**src/rtl/word_streamer_pkg.sv**
```systemverilog
// Shared constants and sizing helpers for the word_streamer
// serial-to-parallel deserializer.
package word_streamer_pkg;

  localparam bit ORDER_MSB_FIRST = 1'b0;
  localparam bit ORDER_LSB_FIRST = 1'b1;

  // Bits needed to hold any value in 0..n
  function automatic int cnt_bits(input int n);
    return $clog2(n + 1);
  endfunction

endpackage

```
**src/rtl/word_streamer_fifo.sv**
```systemverilog
// First-word-fall-through FIFO holding completed words.
// Pointers carry one extra wrap bit to tell full from empty.
module word_streamer_fifo
  import word_streamer_pkg::*;
#(
  parameter int WIDTH      = 8,
  parameter int FIFO_DEPTH = 4
) (
  input  logic                             clk,
  input  logic                             rst,
  input  logic                             push,
  input  logic [WIDTH-1:0]                 push_data,
  input  logic                             pop,
  output logic [WIDTH-1:0]                 pop_data,
  output logic                             empty,
  output logic                             full,
  output logic [cnt_bits(FIFO_DEPTH)-1:0]  level
);

  localparam int AW = $clog2(FIFO_DEPTH);
  localparam int LW = cnt_bits(FIFO_DEPTH);
  localparam logic [AW:0] PONE = 1;

  logic [AW:0]      wr_q, wr_d;
  logic [AW:0]      rd_q, rd_d;
  logic [WIDTH-1:0] mem_q [FIFO_DEPTH];
  logic             do_push;
  logic             do_pop;

  assign empty = (wr_q == rd_q);
  assign full  = (wr_q[AW] != rd_q[AW]) &&
                 (wr_q[AW-1:0] == rd_q[AW-1:0]);

  // Popping frees the slot, so a full FIFO still takes a push
  assign do_pop  = pop && !empty;
  assign do_push = push && (!full || do_pop);

  always_comb begin
    wr_d = wr_q;
    rd_d = rd_q;
    if (do_push) wr_d = wr_q + PONE;
    if (do_pop)  rd_d = rd_q + PONE;
  end

  always_ff @(posedge clk or posedge rst) begin
    if (rst) begin
      wr_q <= '0;
      rd_q <= '0;
    end else begin
      wr_q <= wr_d;
      rd_q <= rd_d;
    end
  end

  always_ff @(posedge clk) begin
    if (do_push) mem_q[wr_q[AW-1:0]] <= push_data;
  end

  assign pop_data = empty ? '0 : mem_q[rd_q[AW-1:0]];
  assign level    = LW'(wr_q - rd_q);

endmodule

```
**src/rtl/word_streamer.sv**
```systemverilog
// Serial-in / parallel-out deserializer with selectable bit
// order and a small FWFT output buffer.
module word_streamer
  import word_streamer_pkg::*;
#(
  parameter int WIDTH      = 8,
  parameter bit LSB_FIRST  = ORDER_MSB_FIRST,
  parameter int FIFO_DEPTH = 4
) (
  input  logic                             clk,
  input  logic                             rst,
  input  logic                             shift_enable,
  input  logic                             serial_in,
  input  logic                             flush,
  output logic [WIDTH-1:0]                 out_data,
  output logic                             out_valid,
  input  logic                             out_ready,
  output logic [cnt_bits(WIDTH)-1:0]       bit_count,
  output logic [cnt_bits(FIFO_DEPTH)-1:0]  fifo_level,
  output logic                             overflow,
  input  logic                             clear_overflow
);

  localparam int CW = cnt_bits(WIDTH);
  localparam logic [CW-1:0] CONE  = 1;
  localparam logic [CW-1:0] CLAST = CW'(WIDTH - 1);

  logic [WIDTH-1:0] sr_q, sr_d, shifted;
  logic [CW-1:0]    cnt_q, cnt_d;
  logic             ov_q, ov_d;
  logic             push, pop, drop;
  logic             full, empty;

  always_comb begin
    if (LSB_FIRST == ORDER_LSB_FIRST)
      shifted = {serial_in, sr_q[WIDTH-1:1]};
    else
      shifted = {sr_q[WIDTH-2:0], serial_in};
  end

  always_comb begin
    sr_d  = sr_q;
    cnt_d = cnt_q;
    push  = 1'b0;
    if (flush) begin
      sr_d  = '0;
      cnt_d = '0;
    end else if (shift_enable) begin
      sr_d = shifted;
      if (cnt_q == CLAST) begin
        push  = 1'b1;
        cnt_d = '0;
      end else begin
        cnt_d = cnt_q + CONE;
      end
    end
  end

  assign pop  = !empty && out_ready;
  assign drop = push && full && !pop;

  // A drop on the same edge as a clear must stay visible
  always_comb begin
    ov_d = ov_q;
    if (clear_overflow) ov_d = 1'b0;
    if (drop)           ov_d = 1'b1;
  end

  always_ff @(posedge clk or posedge rst) begin
    if (rst) begin
      sr_q  <= '0;
      cnt_q <= '0;
      ov_q  <= 1'b0;
    end else begin
      sr_q  <= sr_d;
      cnt_q <= cnt_d;
      ov_q  <= ov_d;
    end
  end

  word_streamer_fifo #(
    .WIDTH      (WIDTH),
    .FIFO_DEPTH (FIFO_DEPTH)
  ) u_fifo (
    .clk       (clk),
    .rst       (rst),
    .push      (push),
    .push_data (shifted),
    .pop       (pop),
    .pop_data  (out_data),
    .empty     (empty),
    .full      (full),
    .level     (fifo_level)
  );

  assign out_valid = !empty;
  assign bit_count = cnt_q;
  assign overflow  = ov_q;

endmodule

```
**config.mk**
```make
export PLATFORM = sky130hd
export DESIGN_NAME = word_streamer
export DESIGN_NICKNAME = d
export VERILOG_FILES = /design/src/rtl/word_streamer_pkg.sv /design/src/rtl/word_streamer_fifo.sv /design/src/rtl/word_streamer.sv
export SDC_FILE = /design/constraint.sdc
export NUM_CORES = 1
export LEC_CHECK = 0
export BUFFER_PORTS_ARGS = -buffer_cell sky130_fd_sc_hd__buf_2
export CAP_MARGIN = 25
export CORE_AREA = 2 2 93 59
export DETAILED_ROUTE_END_ITERATION = 12
export DIE_AREA = 0 0 95 61
export PLACE_DENSITY = 0.59
export SETUP_SLACK_MARGIN = 0.05
export SLEW_MARGIN = 20
export SYNTH_ARGS = -nofsm -noshare
export SYNTH_HDL_FRONTEND = slang
export SYNTH_SLANG_ARGS = --single-unit
```
**constraint.sdc**
```tcl
create_clock -name clk -period 3.1 [get_ports clk]
set_input_delay 0.155 -clock clk [delete_from_list [all_inputs] [get_ports clk]]
set_output_delay 0.155 -clock clk [all_outputs]
set_load 0.05 [all_outputs]
```
# After elaboration in Yosys (flattened, before gate mapping)
# Memory sizes are Yosys's and may differ from the RTL's.
# Index checks and enable logic that the tools add are counted.
# classes
addsub,4
eq_ne,4
mux,13
n_reduce_logical,12
# op_table
operator,n
$mux W7,2
$mux W4,3
$mux W8,1
$mux W1,7
$add A3 B1 Y3 const B,2
$logic_and A1 B1 Y1,6
$add A4 B1 Y4 const B,1
$eq A4 B3 Y1 const B,1
$reduce_bool A2 Y1,2
$eq A3 B3 Y1,1
$logic_not A1 Y1,3
$sub A3 B3 Y3,1
$eq A2 B2 Y1,1
$logic_or A1 B1 Y1,1
$ne A1 B1 Y1,1
# word_totals
ff_bits,18
ramBits,32
in_bits,7
out_inout_bits,17
wordCells,39
n_memories,1
# mem_list
name,words,width,rd,rd_clocked_by_memory_dff,wr,line,source
u_fifo.mem_q,4,8,1,0,1,word_streamer_fifo.sv:26,logic [WIDTH-1:0] mem_q [FIFO_DEPTH];

# Logic depth before layout (Yosys ltp)
# Gate-level depths: netlist of run 1.
# depth
depth_word,8
ltp_mapped,7

# Modules after synthesis
# A second synthesis of run 1 with hierarchy kept.
# unflattened
cells_unflattened,145
area_unflattened_um2,2240.9
# modules_own_cells
module,n_inst,cells_per_inst,area_per_inst_um2
word_streamer_fifo,1,96,1669.1
word_streamer,1,49,571.8

# Worst setup path before layout of run 1
# OpenSTA, ideal clock, no wires.
# synth_timing
kind,register -> register
from,register u_fifo.rd_q[1]
to,memory u_fifo.mem_q[0][0] (enable)
setup_ns,0.332
arrival_ns,1.909
required_ns,2.768
slack_ns,0.859
stages_incl_launch_ff,7
path_buffers,1
synth_period_minus_slack_ns,2.241
cell_sequence,dfrtp_1 > clkbuf_1 > inv_1 > ha_1 > and3b_4 > a211oi_4 > and2_1
# synth_between
elab_chain_cells,8
word_cells_on_any_way,11
cone_classes,2 x eq/ne; 2 x mux; 7 x reduce/logical
# synth_rtl
element,line,source
start: declaration,word_streamer_fifo.sv:25,"logic [AW:0] rd_q, rd_d;"
start signal: assignment,word_streamer_fifo.sv:51,rd_q <= rd_d;
$eq A3 B3 Y1,word_streamer_fifo.sv:30,assign empty = (wr_q == rd_q);
$logic_not A1 Y1,"word_streamer_fifo.sv:35, word_streamer.sv:59",
$logic_and A1 B1 Y1,word_streamer.sv:59,assign pop = !empty && out_ready;
$logic_and A1 B1 Y1,word_streamer_fifo.sv:35,assign do_pop = pop && !empty;
$logic_or A1 B1 Y1 (*),word_streamer_fifo.sv:36,assign do_push = push && (!full || do_pop);
$logic_and A1 B1 Y1 (*),word_streamer_fifo.sv:36,
$mux W1 (*),word_streamer_fifo.sv:56,if (do_push) mem_q[wr_q[AW-1:0]] <= push_data;
$mux W1 (not written as such) (*),word_streamer_fifo.sv:56,
end: declaration,word_streamer_fifo.sv:26,
# Mark *: on every way between the ends. The rest lies on a longest branch, timed or not.

# Final worst setup path of run 1
# layout_timing
from,register u_fifo.rd_q[1]
to,memory u_fifo.mem_q[0][5] (enable)
# Same word-level chain as after synthesis.

==> metrics.txt, run 1 <==
status=complete, no violations; detailed-route vias per instance=~5; Pwr Density=roughly 760 nW/um2; hold path depth=1; CTS hold repair buffers=1; Post-CTS Setup Repair Bufs=0; share of cells above drive strength 1=0.278; Yosys warning count=0; Placed Area=roughly 2400 um2; final WL=~3.8 mm; setup_tns=0 ns; Num CTS Buffers=5; largest net degree at the start of global routing=19; Synth cell types=26; root buffer cell=clkbuf_8; GRT met1 Usage=0.234; most frequent cells in the layout=edfxtp_1 (32), buf_2 (23), dfrtp_1 (18); Clock Pin Slew Worst Setup and Hold Paths=approximately 0.09 ns; commonest non-fill, non-tap cell in the layout=edfxtp_1; RSZ-0062 raised after global routing=no; fin crit share=0.778; final-report setup violation count=0; CTS tree=yes; Leakage Power=1.07 nW; Cell Area, Synth=2170 um2; port bufs=23; syn_area_per_cell=~16 um2; GRT Total Usage=0.158; met2 Resource Use GR=0.229; synth-to-layout area growth=13.9%; die footprint=roughly 5800 um2; worst hold path class=in -> reg; clock buffer depth=2; Fin. Hold Viols=0; RePlAce Congestion=just over 0.8; Nets=around 180; Worst-Margin Slew=between 0.7 and 0.8 ns; Max-slew headroom=0.519; initial antenna violation count=0; H-tree level count=2; Detail Route Antenna Nets=0; post-synthesis sequential area ratio=0.650; grt ovf=0; Synth area leader=edfxtp_1; drt drc=0; CORE AREA=approximately 4900 um2; DRT iter0 DRCs=between 40 and 50; routed len/inst=~17 um; Seq cells post-synth=50; Die Y=around 60 um; vias in the first global route=~1200; MaxCap Viol Count=0; post-CTS resize count=0; fmax=0.414 GHz; Tmin final=2.41 ns; DP HPWL=2.73 mm; die width=around 95 um; crit end category=flop; Via Count=about 1100; crit-path max FO=12; CTS sink cnt=50; CP Data Arrival Time=2.38 ns; global-route wire length before repair=about 6.4 mm; design area=around 2500 um2; worst skew pair latency=0.29 ns; met3 GRT Util=0.0373; Synth top area share=0.442; Crit Path Class=reg -> reg; Starting Density=0.441; Core Rows=20; Final Skew=0.00395 ns; Power Total=~1.9 mW; Top-Level Pins=24; Hold Worst Slack=between 0.1 and 0.15 ns; Final Max Slew Viols=0; maximum vdd drop=around 260 uV; R2R depth=5; 1st-pass router iterations=4; ant diodes=0; grt peak-use layer=met1; synthesized net count=150; Synth area leaders=edfxtp_1 (44%), dfrtp_1 (21%), mux4_2 (8.3%), ha_1 (4.6%), mux2i_1 (3.7%); CP required=roughly 3.1 ns; cells after synthesis=roughly 130; startpoint types=flop
## sequential cells by signal, indices dropped and copies added, names as in the netlist
signal,cells
u_fifo.mem_q,32
overflow,1
u_fifo.wr_q,3
u_fifo.rd_q,3
sr_q,7
bit_count,4
## Yosys cell counts, drive strengths merged
master and n:
xnor2 6, inv 7, mux2 1, and2 12
nand4b 1, mux4 8, or3 1, nand2 4
fa 1, mux2i 8, a211oi 1, o21ai 1
buf 3, and3b 1, xor2 3, nor2 11
a32o 1, dfrtp 18, edfxtp 32, clkbuf 2
nand3 2, ha 8, nand4 1, a21oi 1
## cell families (layout without fill, tap and decap cells)
group                      after synthesis  count (layout)  share of synthesized area
AOI/OAI and AO/OA                        4               4                     0.0190
DFF                                     50              50                      0.650
xor gates and xnor gates                 9               9                     0.0397
buffers and inverters                   12              40                     0.0225
muxes                                   17              17                      0.125
and+or+nand+nor                         33              33                     0.0887
adders and majority gates                9               9                     0.0553
## layout make-up
class	count	area, um2
clock buffers	6	72.6
clock inverters	2	37.5
fillers	414	2450
inverters	7	26.3
multi-input cells	72	712
flip-flops and latches	50	1410
well taps	66	82.6
repair buffers	25	133
## per-stage QoR
| stage | instances | util | worst slack, ns |
|---|---|---|---|
| 2_1_floorplan | 134 | - | 0.859 |
| 3_3_place_gp | 219 | 0.478 | 0.738 |
| 3_5_place_dp | 219 | 0.478 | 0.656 |
| 4_1_cts | 228 | 0.502 | 0.641 |
| 5_1_grt | 228 | 0.502 | 0.485 |
| 6_report | 228 | 0.502 | 0.687 |
## metal layers
| metal | wire length (um) | share of wire |
|---|---|---|
| met5 | 0 | 0 |
| met4 | 39 | 0.010 |
| met1 | 1940 | 0.51 |
| met3 | 147 | 0.039 |
| met2 | 1640 | 0.44 |
## worst max-delay path, stage by stage, from the launching register on
cell and delay (ns):
dfrtp_1 0.69, inv_1 0.09, ha_1 0.32, and3b_4 0.21, a211oi_4 0.35, and2_1 0.41
## power breakdown
part	total [mW]	internal (mW)	switching, mW	leakage, nW
Clock	0.446	0.241	0.205	0.0514
Sequential	0.779	0.731	0.0488	0.555
Combinational	0.658	0.221	0.438	0.464
Total	1.88	1.19	0.692	1.07
## worst paths after layout
| check | startpoint | slack [ns] | to |
|---|---|---|---|
| max in group asynchronous | rst | 2.13 | u_fifo.wr_q[2] |
| worst max-delay path | u_fifo.rd_q[1] | 0.69 | u_fifo.mem_q[0][5] |
| worst max register to register | u_fifo.rd_q[1] | 0.69 | u_fifo.mem_q[0][5] |
| min in group asynchronous | rst | 0.51 | bit_count[0] |
| worst min-delay path | serial_in | 0.12 | u_fifo.mem_q[0][0] |
| worst min register to register | overflow | 0.53 | overflow |
No activity file was read; power rests on OpenSTA's default activity.
==> run 2, diff against run 1 <==
Clock period 3.1 ns to 2.4 ns, I/O delays scaled along.
==> run 2 against run 1 <==
Compared with the run above: setup slack worse by 0.47 ns; non-clock buffer count is 1 higher; sequential cell count unchanged; first-iteration DRC count up 92%; sequential share of layout area shrank 0.17 points; clock power is 31% higher.
==> metrics.txt, run 2 (synthesis results as in run 1) <==
status=complete, no violations (unchanged); Final Skew=0.00827 ns (was 0.00395 ns); crit-path max FO=8 (was 12); final-report setup violation count=0 (unchanged); max reg flops=32 (unchanged); ant diodes=0 (unchanged); Die Y=61 um (unchanged); Final Max Slew Viols=0 (unchanged); Fin. Hold Viols=0 (unchanged); delay of the slowest critical-path stage=0.43 ns (was 0.69 ns); Critical R2R Launch=u_fifo.wr_q[0] (was u_fifo.rd_q[1]); Top-Level Pins=24 (unchanged); CP endpoint=u_fifo.mem_q[1][5] (was u_fifo.mem_q[0][5]); commonest non-fill, non-tap cell in the layout=edfxtp_1 (unchanged); Starting Density=0.441 (unchanged); R2R Setup Slk=0.21 ns (was 0.69 ns); synth-to-layout area growth=14.3% (was 13.9%); Power Total=2.46 mW (was 1.88 mW); H-tree level count=2 (unchanged); CP required=2.36 ns (was 3.06 ns); Buf/Inv on CP=1 (unchanged); Crit Path Class=reg -> reg (unchanged); startpoint types=flop (unchanged); Num CTS Buffers=5 (unchanged); fin crit share=0.910 (was 0.778); CORE AREA=4930 um2 (unchanged); CTS tree=yes (unchanged); Pwr Density=991 nW/um2 (was 761 nW/um2); routed len/inst=17.1 um (was 16.5 um); largest net degree at the start of global routing=19 (unchanged); MaxCap Viol Count=0 (unchanged); WP depth=5 (unchanged); final WL=3.93 mm (was 3.76 mm); Fillers=426 (was 414); Tmin final=2.19 ns (was 2.41 ns); worst setup margin=0.215 ns (was 0.687 ns); RePlAce Congestion=0.794 (was 0.825); Placed Area=2360 um2 (was 2350 um2); Leakage Power=1.07 nW (about the same); die footprint=5800 um2 (unchanged); Clock Pin Slew Worst Setup and Hold Paths=0.09 ns (about the same); drt drc=0 (unchanged); setup_tns=0 ns (unchanged); clock buffer depth=2 (unchanged); Via Count=1139 (was 1144); CTS sink cnt=50 (unchanged); RSZ-0062 raised after global routing=no (unchanged); DP HPWL=2.80 mm (was 2.73 mm); die width=95 um (unchanged); 1st-pass router iterations=4 (unchanged); crit-path cells=inv_1 -> ha_1 -> and3b_4 -> a211oi_4 -> and2_1 (unchanged); delay-heaviest family, CP=simple AND/OR/NAND/NOR gates (was flip-flops); Post-CTS Setup Repair Bufs=0 (unchanged); post-CTS resize count=0 (unchanged); design area=2480 um2 (was 2470 um2); CTS hold repair buffers=1 (unchanged); CP Data Arrival Time=2.15 ns (was 2.38 ns); initial antenna violation count=0 (unchanged); Worst Setup SP=u_fifo.wr_q[0] (was u_fifo.rd_q[1]); share of cells above drive strength 1=0.282 (was 0.278); slowest CP cell=and2_1 (was dfrtp_1); DRT iter0 DRCs=92 (was 48); Setup WS pre-CTS=0.206 ns (was 0.656 ns); grt ovf=0 (unchanged); R2R depth=5 (unchanged); maximum vdd drop=501 uV (was 261 uV); Nets=178 (was 177); Core Rows=20 (unchanged); Worst-Margin Slew=0.688 ns (was 0.720 ns); vias in the first global route=1171 (was 1166); root buffer cell=clkbuf_8 (unchanged); port bufs=23 (unchanged); GRT Total Usage=0.157 (was 0.158); reg2reg end=u_fifo.mem_q[1][5] (was u_fifo.mem_q[0][5]); crit end category=flop (unchanged); global-route wire length before repair=6.19 mm (was 6.42 mm); worst hold path class=in -> reg (unchanged); Detail Route Antenna Nets=0 (unchanged); most frequent cells in the layout=edfxtp_1 (32), buf_2 (23), dfrtp_1 (18) (unchanged); worst skew pair latency=0.30 ns (was 0.29 ns); detailed-route vias per instance=4.97 (was 5.02); Max-slew headroom=0.541 (was 0.519); fmax=0.458 GHz (was 0.414 GHz)
[run 2: layout make-up]
cell class,instances,area [um2],share of cell area
Sequential cell,50,1410,0.569
Inverter,7,26.3,0.0106
Tap cell,66,82.6,0.0333
Clock inverter,2,37.5,0.0151
Clock buffer,6,72.6,0.0292
Multi-Input combinational cell,72,712,0.287
Timing Repair Buffer,26,140,0.0565
[run 2: routing by layer]
metal / vias to the layer above / share of wire / global-route usage
li1: 534 / - / -
met3: 8 / 0.041 / 0.0373
met1: 569 / 0.53 / 0.221
met2: 28 / 0.41 / 0.239
met4: 0 / 0.017 / 0.0683
met5: - / 0 / 0
[run 2: how the worst min path moves through the flow]
stage,from,depth (start not counted),to,slack (ns)
CTS,serial_in,1,u_fifo.mem_q[2][0],0.07
floorplan,rst,1,bit_count[0],0.06
global placement,rst,2,bit_count[3],0.25
finish,serial_in,1,u_fifo.mem_q[2][0],0.08
detailed placement,rst,2,overflow,0.28
global route,serial_in,1,u_fifo.mem_q[3][0],0.07
[run 2: report_power, final]
| part | total [mW] | leakage (nW) | internal (mW) | switching (mW) |
|---|---|---|---|---|
| clock network | 0.585 | 0.0514 | 0.311 | 0.274 |
| logic | 0.901 | 0.469 | 0.294 | 0.606 |
| registers | 0.975 | 0.555 | 0.945 | 0.0301 |
[run 2: through the flow]
stage	hold slack [ns]	cells	util
floorplan	0.0586	134	-
global placement	0.252	220	0.479
detailed placement	0.278	220	0.479
CTS	0.0748	229	0.504
global route	0.0745	229	0.504
finish	0.0781	229	0.504
[run 2: worst reg2reg max path, cell delays in order (launching register included)]
cell and delay [ns]:
dfrtp_1 0.41, inv_1 0.16, ha_1 0.28, and3b_4 0.21, a211oi_4 0.36, and2_1 0.43
==> run 3, diff against run 2 <==
Clock period 2.4 ns to 2.25 ns, I/O delays scaled along.
==> run 3 against run 2 <==
Compared with the run above: clock skew down 0.0019 ns; final cell count unchanged; die area unchanged; global-route usage shrank 0.51 points; largest cell class unchanged; clock-buffer cell count stayed put; first-iteration DRC count is 2.2% lower; largest power group unchanged; setup slack got worse by 0.0026 ns.
==> metrics.txt, run 3 (synthesis results as in run 1) <==
MaxCap Viol Count=0 (unchanged); startpoint types=flop (unchanged); grt peak-use layer=met2 (unchanged); initial antenna violation count=0 (unchanged); CP required=2.14 ns (was 2.36 ns); CORE AREA=4930 um2 (unchanged); grt ovf=0 (unchanged); Worst-Margin Slew=0.694 ns (was 0.688 ns); final WL=3.77 mm (was 3.93 mm); crit end category=output port (was flop); DRT iter0 DRCs=90 (was 92); Die Y=61 um (unchanged); internal power=1.80 mW (was 1.55 mW); die footprint=5800 um2 (unchanged); largest net degree at the start of global routing=19 (unchanged); synth-to-layout area growth=16.0% (was 14.3%); Clock Pin Slew Worst Setup and Hold Paths=0.09 ns (about the same); root buffer cell=clkbuf_8 (unchanged); status=complete, no violations (unchanged); Max-slew headroom=0.537 (was 0.541); most frequent cells in the layout=edfxtp_1 (32), buf_2 (23), dfrtp_1 (18) (unchanged); Via Count=1116 (was 1139); power share of the clock group=0.277 (was 0.238); ant diodes=0 (unchanged); placed cells=220 (unchanged); maximum vdd drop=386 uV (was 501 uV); delay of the slowest critical-path stage=0.42 ns (was 0.43 ns); crit-path cells=inv_1 -> ha_1 -> nand3_1 -> and2_1 -> buf_2 (was inv_1 -> ha_1 -> and3b_4 -> a211oi_4 -> and2_1); die width=95 um (unchanged); share of cells above drive strength 1=0.307 (was 0.282); crit-path max FO=11 (was 8); DP HPWL=2.73 mm (was 2.80 mm); commonest non-fill, non-tap cell in the layout=edfxtp_1 (unchanged); fmax=approximately 0.5 GHz; Pwr Density=1090 nW/um2 (was 991 nW/um2); Crit Path Class=reg -> out (was reg -> reg); met2 Resource Use GR=0.222 (was 0.239); Setup WS pre-CTS=0.101 ns (was 0.206 ns); vias in the first global route=1173 (was 1171); fin crit share=0.906; port bufs=23 (unchanged); worst hold path class=in -> reg (unchanged); Core Rows=20 (unchanged); Tmin final=2.04 ns; final core occ=0.511 (was 0.504); Detail Route Antenna Nets=0 (unchanged); RePlAce Congestion=0.783 (was 0.794); Final Max Slew Viols=0 (unchanged); Starting Density=0.441 (unchanged); H-tree level count=2 (unchanged); met3 GRT Util=0.0460 (was 0.0373); Switching Share=0.348 (was 0.370); Seq pwr share=0.377 (was 0.396); CP Data Arrival Time=1.93 ns (was 2.15 ns); detailed-route vias per instance=4.87 (was 4.97); CTS tree=yes (unchanged); GRT met1 Usage=0.211 (was 0.221); design area=2520 um2 (was 2480 um2); Switching Power=0.958 mW (was 0.910 mW); Comb power frac=0.346 (was 0.366); RSZ-0062 raised after global routing=no (unchanged); 1st-pass router iterations=6 (was 4); delay-heaviest family, CP=simple AND/OR/NAND/NOR gates (unchanged); Buf/Inv on CP=2 (was 1); Placed Area=2360 um2 (unchanged); Num CTS Buffers=5 (unchanged); Fin. Hold Viols=0 (unchanged); Final Skew=0.00639 ns (was 0.00827 ns); Layout Cells excl Fill=229 (unchanged); slowest CP cell=dfrtp_1 (was and2_1); Nets=178 (unchanged); setup_tns=0 ns (unchanged); Top-Level Pins=24 (unchanged); drt drc=0 (unchanged); max reg flops=32 (unchanged); routed len/inst=16.5 um (was 17.1 um); GRT Total Usage=0.152 (was 0.157); worst setup margin=0.212 ns (was 0.215 ns); worst skew pair latency=0.30 ns (about the same); global-route wire length before repair=6.02 mm (was 6.19 mm); Leakage Power=1.10 nW (was 1.07 nW); clock buffer depth=2 (unchanged); CTS sink cnt=50 (unchanged); final-report setup violation count=0 (unchanged)
run 3: cell type report:
type                       instances  area (um2)
multi-input combinational         72         716
timing repair buffer              26         140
sequential                        50        1410
clock inverter                     2        60.1
clock buffer                       6        82.6
fill                             421        2410
tap                               66        82.6
inverter                           7        26.3
run 3: final timing paths:
kind,to,startpoint,cells after the start,slack (ns)
setup / recovery,out_data[4],u_fifo.wr_q[0],5,0.21
hold / removal,u_fifo.mem_q[2][0],serial_in,1,0.06
setup reg to reg,u_fifo.mem_q[0][0],u_fifo.wr_q[0],5,0.22
hold reg to reg,overflow,overflow,1,0.51
max in group asynchronous,bit_count[1],rst,3,1.35
min in group asynchronous,u_fifo.rd_q[0],rst,3,0.45
run 3: repair_timing:
action,CTS,global route
resized for setup,0,3
endpoints found under the setup margin,0,24
hold buffers,1,0
endpoints found under the hold margin,18,0
setup buffers,0,0
run 3: worst reg2reg max path, delay by kind of cell, from the launching register on:
family | cells | cell delay [ns]
and+or+nand+nor | 2 | 0.53
DFF | 1 | 0.42
AOI/OAI and AO/OA | 1 | 0.35
adders and majority gates | 1 | 0.28
buffers and inverters | 1 | 0.14
run 3: stage by stage:
step                      hold slack (ns)  power, mW
after detailed placement            0.261       2.02
after CTS                          0.0667       2.78
after global routing               0.0612       2.89
final                              0.0648       2.75
after global placement              0.242       2.02
after floorplan                    0.0511       1.83
run 3: power groups by stage:
| stage | Sequential, mW | Clock [mW] | Combinational, mW |
|---|---|---|---|
| 2_1_floorplan | 1.07 | 0 | 0.755 |
| 3_3_place_gp | 1.06 | 0 | 0.961 |
| 3_5_place_dp | 1.06 | 0 | 0.966 |
| 4_1_cts | 1.04 | 0.770 | 0.970 |
| 5_1_grt | 1.04 | 0.814 | 1.03 |
| 6_report | 1.04 | 0.764 | 0.952 |
run 3: metal layers:
layer | vias up | part of all wire
li1 | 529 | -
met3 | 4 | 0.046
met5 | - | 0
met2 | 29 | 0.41
met4 | 0 | 0.014
met1 | 554 | 0.53
